--- config.mk ---
export PLATFORM = sky130hd
export DESIGN_NAME = dsss_spreader
export DESIGN_NICKNAME = d
export VERILOG_FILES = /design/src/rtl/dsss_pkg.sv /design/src/rtl/dsss_spreader_skid.sv /design/src/rtl/dsss_spreader.sv
export SDC_FILE = /design/constraint.sdc
export NUM_CORES = 1
export LEC_CHECK = 0
export ABC_AREA = 1
export CAP_MARGIN = 25
export CORE_MARGIN = 2
export CORE_UTILIZATION = 50
export DETAILED_ROUTE_END_ITERATION = 6
export GPL_TIMING_DRIVEN = 0
export PLACE_DENSITY = 0.74
export SYNTH_ARGS = -nofsm -noshare
export SYNTH_HDL_FRONTEND = slang
export SYNTH_HIERARCHICAL = 1
export SYNTH_SLANG_ARGS = --single-unit
--- constraint.sdc ---
create_clock -name clkin -period 2.1 [get_ports clkin]
set_clock_uncertainty 0.2 [all_clocks]
set_input_delay 0.21 -clock clkin [delete_from_list [all_inputs] [get_ports clkin]]
set_output_delay 0.21 -clock clkin [all_outputs]
set_load 0.01 [all_outputs]
--- src/rtl/dsss_pkg.sv ---
// Shared types and constants for the DSSS spreader and its output buffer.
package dsss_pkg;

  // Gold code length: one data bit is spread over this many chips.
  localparam int GOLD_N = 63;

  typedef enum logic {
    IDLE   = 1'b0,
    SPREAD = 1'b1
  } spr_state_e;

  // One spread chip plus its end-of-symbol marker.
  typedef struct packed {
    logic chip;
    logic last;
  } chip_beat_t;

endpackage

--- src/rtl/dsss_spreader_skid.sv ---
// chip_skid_buf: output register plus a one-entry skid, valid/ready on both
// sides. The skid absorbs a beat that arrives while the output register is
// held by downstream backpressure; it always drains into the output register
// before any new beat, so beat order is preserved.
module chip_skid_buf
  import dsss_pkg::*;
(
  input  logic       clkin,
  input  logic       rstn,
  input  chip_beat_t in_beat,
  input  logic       in_valid,
  output logic       in_ready,
  output chip_beat_t out_beat,
  output logic       out_valid,
  input  logic       out_ready
);

  chip_beat_t skid_beat;
  logic       skid_valid;
  logic       out_free;

  // Room exists for an incoming beat whenever the skid is empty.
  assign in_ready = !skid_valid;
  // The output register can take a new beat if empty or being drained now.
  assign out_free = !out_valid || out_ready;

  // Output register and skid update; skid content has priority for the output.
  always_ff @(posedge clkin) begin
    if (rstn) begin
      out_valid  <= 1'b0;
      out_beat   <= '0;
      skid_valid <= 1'b0;
      skid_beat  <= '0;
    end else if (out_free) begin
      if (skid_valid) begin
        out_beat   <= skid_beat;
        out_valid  <= 1'b1;
        skid_valid <= in_valid;
        if (in_valid) begin
          skid_beat <= in_beat;
        end
      end else begin
        out_valid <= in_valid;
        if (in_valid) begin
          out_beat <= in_beat;
        end
      end
    end else if (in_valid) begin
      skid_beat  <= in_beat;
      skid_valid <= 1'b1;
    end
  end

endmodule

--- src/rtl/dsss_spreader.sv ---
// dsss_spreader: takes one data bit per symbol, requests N Gold chips from
// the code generator, XORs each with the held bit and streams the result out
// with full backpressure.
//
// Handshake rule on every interface: a transfer happens in the cycle where
// valid and ready are both high; valid never depends on ready.
// The generator is the exception: a request (code_req_o) is always answered
// one cycle later and cannot be stalled, so a credit counter reserves one of
// the two storage slots (output register + skid) before each request.
// The generator phase is never touched here, so the code runs on across
// symbols and across a reset of this block.
module dsss_spreader
  import dsss_pkg::*;
#(
  parameter int N     = GOLD_N,
  parameter int CNT_W = $clog2(N + 1)
) (
  input  logic clkin,
  input  logic rstn,
  input  logic s_data_i,
  input  logic s_valid_i,
  output logic s_ready_o,
  input  logic code_chip_i,
  input  logic code_rdy_i,
  output logic code_req_o,
  output logic chip_o,
  output logic chip_valid_o,
  output logic chip_last_o,
  input  logic m_ready_i,
  output logic busy_o
);

  localparam logic [CNT_W-1:0] CNT_N    = CNT_W'(N);
  localparam logic [CNT_W-1:0] CNT_LAST = CNT_W'(N - 1);

  spr_state_e       state;
  logic             data_bit;
  logic [CNT_W-1:0] req_cnt;
  logic [CNT_W-1:0] out_cnt;
  logic [1:0]       credits;
  logic             inflight;
  logic             inflight_last;

  logic             s_fire;
  logic             out_fire;
  logic             credit_ok;
  logic             skid_in_ready;
  logic             skid_in_valid;
  logic             skid_out_valid;
  chip_beat_t       skid_in_beat;
  chip_beat_t       skid_out_beat;

  // Every output is forced low while reset is asserted so nothing leaks out
  // of a symbol that is being discarded.
  assign s_ready_o    = !rstn && (state == IDLE) && code_rdy_i;
  assign s_fire       = s_valid_i && s_ready_o;
  assign chip_valid_o = !rstn && skid_out_valid;
  assign chip_o       = !rstn && skid_out_beat.chip;
  assign chip_last_o  = chip_valid_o && skid_out_beat.last;
  assign busy_o       = !rstn && (state != IDLE);
  assign out_fire     = chip_valid_o && m_ready_i;

  // A slot emptied by this cycle's output handshake is already usable.
  assign credit_ok  = (credits != 2'd0) || out_fire;
  assign code_req_o = !rstn && (state == SPREAD) && (req_cnt < CNT_N) &&
                      code_rdy_i && credit_ok;

  // The chip returned this cycle answers last cycle's request.
  assign skid_in_valid = inflight && skid_in_ready;
  assign skid_in_beat  = '{chip: code_chip_i ^ data_bit, last: inflight_last};

  // Symbol FSM, bit latch, chip counters, in-flight tracking and credits.
  always_ff @(posedge clkin) begin
    if (rstn) begin
      state         <= IDLE;
      data_bit      <= 1'b0;
      req_cnt       <= '0;
      out_cnt       <= '0;
      credits       <= 2'd2;
      inflight      <= 1'b0;
      inflight_last <= 1'b0;
    end else begin
      inflight      <= code_req_o;
      inflight_last <= code_req_o && (req_cnt == CNT_LAST);
      credits       <= credits + {1'b0, out_fire} - {1'b0, code_req_o};
      case (state)
        IDLE: begin
          if (s_fire) begin
            data_bit <= s_data_i;
            req_cnt  <= '0;
            out_cnt  <= '0;
            state    <= SPREAD;
          end
        end
        SPREAD: begin
          if (code_req_o) begin
            req_cnt <= req_cnt + 1'b1;
          end
          if (out_fire) begin
            out_cnt <= out_cnt + 1'b1;
            if (out_cnt == CNT_LAST) begin
              state <= IDLE;
            end
          end
        end
        default: state <= IDLE;
      endcase
    end
  end

  chip_skid_buf u_skid (
    .clkin     (clkin),
    .rstn      (rstn),
    .in_beat   (skid_in_beat),
    .in_valid  (skid_in_valid),
    .in_ready  (skid_in_ready),
    .out_beat  (skid_out_beat),
    .out_valid (skid_out_valid),
    .out_ready (m_ready_i)
  );

endmodule

# Yosys cells after proc, flatten, opt, wreduce, memory -nomap -nowiden
# Cells that the tools add are included.
[totals] register_bits=24 in_bits=7 out_inout_bits=6 elab_cells=69
[classes] addsub=4 order_cmp=1 eq_ne=6 muxes=18 n_bitwise=2 n_reduce_logical=25
[ops] op="$pmux 6 s2" count=2
[ops] op="$mux 6" count=3
[ops] op="$logic_and 1x1->1" count=13
[ops] op="$add 6x1->6 const B" count=2
[ops] op="$eq 6x6->1 const B" count=2
[ops] op="$mux 2" count=5
[ops] op="$reduce_and 2->1" count=4
[ops] op="$mux 1" count=7
[ops] op="$lt 6x6->1 const B" count=1
[ops] op="$reduce_bool 2->1" count=3
[ops] op="$ne 2x1->1 const B" count=2
[ops] op="$ne 2x2->1 const B" count=2
[ops] op="$logic_not 1->1" count=3
[ops] op="$add 2x1->2" count=1
[ops] op="$logic_or 1x1->1" count=2
[ops] op="$pmux 1 s2" count=1
[ops] op="$sub 2x1->2" count=1
[ops] op="$not 1->1" count=1
[ops] op="$xor 1x1->1" count=1

# Depth between registers and ports, before layout
[logic_depth] word_depth=7 ltp_mapped=11 mapped_depth_nobuf=11

# Hierarchy
# The synthesis kept the hierarchy.
[by_module_without_submodules] module="dsss_spreader" n_inst=1 cells_each=152 area_each_um2=1081.0 seq_area_each_um2=360.3
[by_module_without_submodules] module="chip_skid_buf" n_inst=1 cells_each=40 area_each_um2=275.3 seq_area_each_um2=120.1

# Least setup slack after synthesis
# No wires, ideal clock.
[synth_path] kind="flip-flop to flip-flop" from="reg req_cnt[1]" to="reg credits[1]" setup_time_ps=62 arrival_time_ps=1812 required_ps=1838 path_slack_ps=26 stages_incl_launch_ff=12 path_buffers=0 period_less_slack_ps=2074 cell_sequence="dfxtp_1 -> ha_1 -> nand2_2 -> nor2_2 -> nand2_1 -> nand3_4 -> inv_1 -> ha_1 -> inv_1 -> ha_1 -> or2_2 -> nand3_1"
[synth_between] elab_chain_cells=5
[synth_lines] element="from (decl)" line="dsss_spreader.sv:38" text="logic [CNT_W-1:0] req_cnt;"
[synth_lines] element="from (signal assigned)" line="dsss_spreader.sv:97" text="req_cnt <= req_cnt + 1'b1;"
[synth_lines] element="$lt 6x6->1" line="dsss_spreader.sv:65" text="assign code_req_o = !rstn && (state == SPREAD) && (req_cnt < CNT_N) &&"
[synth_lines] element="$logic_and 1x1->1 (2 in series)" line="dsss_spreader.sv:65"
[synth_lines] element="$logic_and 1x1->1" line="dsss_spreader.sv:66" text="code_rdy_i && credit_ok;"
[synth_lines] element="net code_req_o" line="dsss_spreader.sv:25" text="output logic code_req_o,"
[synth_lines] element="$sub 2x1->2" line="dsss_spreader.sv:85" text="credits <= credits + {1'b0, out_fire} - {1'b0, code_req_o};"
[synth_lines] element="to (signal assigned)" line="dsss_spreader.sv:85"
[synth_lines] element="to (decl)" line="dsss_spreader.sv:40" text="logic [1:0] credits;"
# The timed path passes the listed nets, and every way through them passes these cells.
# A chain may end at the register's enable or synchronous reset.

# Final worst setup path
[layout_path] from="reg state" to="out busy_o"
[layout_between] elab_chain_cells=1
[layout_lines] element="from (decl)" line="dsss_spreader.sv:36" text="spr_state_e state;"
[layout_lines] element="from (signal assigned)" line="dsss_spreader.sv:75" text="state <= IDLE;"
[layout_lines] element="from (signal assigned)" line="dsss_spreader.sv:92" text="state <= SPREAD;"
[layout_lines] element="from (signal assigned)" line="dsss_spreader.sv:102" text="state <= IDLE;"
[layout_lines] element="$logic_and 1x1->1" line="dsss_spreader.sv:60" text="assign busy_o = !rstn && (state != IDLE);"
[layout_lines] element="to (decl)" line="dsss_spreader.sv:30" text="output logic busy_o"
# No other way between the ends.

==> flow_summary.json <==
{
  "drive_above_1_share_pct": 15.1,
  "internal-power_uw": 623,
  "wl_per_cell_um": 11.3,
  "fp.dieW_um": 56.1,
  "cp.required_ns": 1.69,
  "grt_overflow": 0,
  "fillers": 239,
  "syn-num-nets": 205,
  "worst_setup_path_start_kind": "flip-flop",
  "routed_wl_mm": 2.72,
  "cts_sinks": 24,
  "post-route-period-util_pct": 95.9,
  "netlist_area_mm2": 0.00136,
  "crit_arrival_ns": 1.60,
  "totalNegativeSetupSlack_ns": 0,
  "design_area_mm2": 0.00161,
  "vias": 1219,
  "status": "finished clean",
  "clk_pin_slew_ns": 0.13,
  "gp_congestion": 0.834,
  "clkPwrFrac_pct": 29.1,
  "fp.dieH_um": 56.1,
  "synthToLayoutAreaGrowth_pct": 18.5,
  "h-tree-depth": 1,
  "die_area_mm2": 0.00314,
  "via_per_inst": 5.04,
  "fin_nets": 226,
  "grt_max_degree": 14,
  "io_buffers": 12,
  "power.leakage_nw": 0.721,
  "finalHoldViolations": 0,
  "max_freq_ghz": 0.496,
  "rows": 18,
  "crit_path_max_fanout": 7,
  "clk_latency_ns": 0.31,
  "layout_common_cells": "nand2_1 (43), inv_1 (26), nor2_1 (26), dfxtp_1 (22), nand3_1 (20)",
  "dpl-instance-area_mm2": 0.00151,
  "initial_core_util_pct": 53.8,
  "hold_class": "in2reg",
  "power_frac_seq_pct": 57.6,
  "syn-mean-instance-area_um2": 7.06,
  "grt_usage_pct": 17.6,
  "worst-setup-path-type": "reg2out",
  "clockBufferDepth": 2,
  "dr.pass1.iters": 4,
  "drt_iter0_drc": 47,
  "slew_headroom_pct": 77.4,
  "diodes": 0,
  "cts_root_buf": "clkbuf_4",
  "p_sw_uw": 216,
  "async_reset_ff_share_pct": 0,
  "end_kind": "output port",
  "ys_warn_count": 6,
  "fin_util_pct": 63.7,
  "ys_ff_latch": 24,
  "cts_buffers": 3,
  "powerDensity_mw_per_mm2": 521,
  "hpwl_mm": 2.03,
  "ir_worst_vdd_uv": 453,
  "syn_inst": 192,
  "grt_pass1_vias": 1099,
  "setup_viol": 0,
  "ant_nets": 0,
  "cap_violations": 0,
  "fp.coreArea_mm2": 0.00252,
  "switching_share_pct": 25.7,
  "pwr-share-comb_pct": 13.3,
  "synth_edf_count": 0,
  "io_pins": 13,
  "cts_tree": "done",
  "layout_commonest_cell": "nand2_1",
  "power_uw": 838,
  "synth_cell_type_count": 28,
  "layout_min_cycle_time_ns": 2.01,
  "drv_slew": 0,
  "post-route-drc-count": 0,
  "synth-seq-area-share_pct": 35.4,
  "grt_pass1_wl_mm": 4.46,
  "tightest_slew_ns": 0.338,
  "ys.flop_type": "dfxtp_1",
  "antenna_found_initial": 0
}
[cell families after synthesis]
group	after synthesis	share of synthesized area (%)
flip-flops	24	35.4
adder cells (fa/ha/maj)	6	5.53
AO/OA/AOI/OAI	17	7.29
buffers and inverters	30	9.13
AND/OR/NAND/NOR	111	40.0
XOR/XNOR	4	2.58
[per-layer routing]
layer | global-route usage, % | wire length, um
met5 | 0 | 0
met4 | 7.14 | 0
met3 | 2.09 | 114
met2 | 28.7 | 1300
met1 | 23.5 | 1310
[state kept, by name, summed over array words and instances, names as in the netlist]
register and count:
u_skid/skid_beat 2, u_skid/out_beat 2, out_cnt 6, req_cnt 6, state 1, inflight 1, credits 2, inflight_last 1
data_bit 1, u_skid/out_valid 1, u_skid/skid_valid 1
[through the flow]
step / setup WS [ns] / hold WS [ns] / instances
2_1_floorplan: 0.0262 / 0.0724 / 192
3_3_place_gp: -0.402 / 0.264 / 234
3_5_place_dp: -0.472 / 0.269 / 234
4_1_cts: 0.0339 / 0.101 / 239
5_1_grt: -0.00340 / 0.110 / 242
6_report: 0.0855 / 0.106 / 242
[path summary, 6_finish.rpt]
| kind | from | to | slack [ns] | depth (start not counted) |
|---|---|---|---|---|
| setup / recovery | state | busy_o | 0.09 | 3 |
| hold / removal | rstn | u_skid/skid_valid | 0.11 | 2 |
| setup reg to reg | req_cnt[0] | credits[1] | 0.09 | 11 |
| hold reg to reg | req_cnt[5] | inflight_last | 0.30 | 2 |
[synthesized netlist by cell type, types with 3 or more instances]
| cell type | instances | area, um^2 |
|---|---|---|
| nor2_1 | 26 | 97.6 |
| xor2_1 | 4 | 35.0 |
| nand2_4 | 3 | 33.8 |
| nor3_1 | 3 | 15.0 |
| nand2_1 | 44 | 165 |
| inv_1 | 26 | 97.6 |
| ha_1 | 6 | 75.1 |
| dfxtp_1 | 24 | 480 |
| o21ai_0 | 3 | 15.0 |
| nand3_1 | 20 | 100 |
| a21oi_1 | 10 | 50.1 |
[power by group through the flow]
stage | Sequential, mW | Combinational (mW) | Clock (mW)
final | 0.483 | 0.112 | 0.244
after global routing | 0.485 | 0.126 | 0.270
after CTS | 0.483 | 0.105 | 0.247
after detailed placement | 0.492 | 0.104 | 0
after global placement | 0.491 | 0.101 | 0
after floorplan | 0.488 | 0.0679 | 0
[repair_timing]
| action | 4_1_cts | 5_1_grt |
|---|---|---|
| buffers inserted | 1 | 3 |
| resized for setup | 5 | 5 |
| hold buffers | 0 | 0 |
| endpoints found under the setup margin | 4 | 1 |
| gates cloned | 0 | 0 |
| endpoints found under the hold margin | 0 | 0 |
| pin swaps | 0 | 1 |
[critical path, cell delays in order (launching register included)]
cell and delay, ns:
dfxtp_1 0.55, nand2_2 0.14, inv_1 0.08, clkdlybuf4s50_1 0.53
[layout make-up]
type	count	area (um^2)	share of cell area [%]
flip-flops and latches	24	485	30.2
repair buffers	16	148	9.18
clock buffers	4	36.3	2.26
plain buffers	2	18.8	1.17
inverters	28	105	6.54
multi-input cells	138	777	48.3
well taps	30	37.5	2.33
Note: power is estimated with default switching activity, not from simulation.
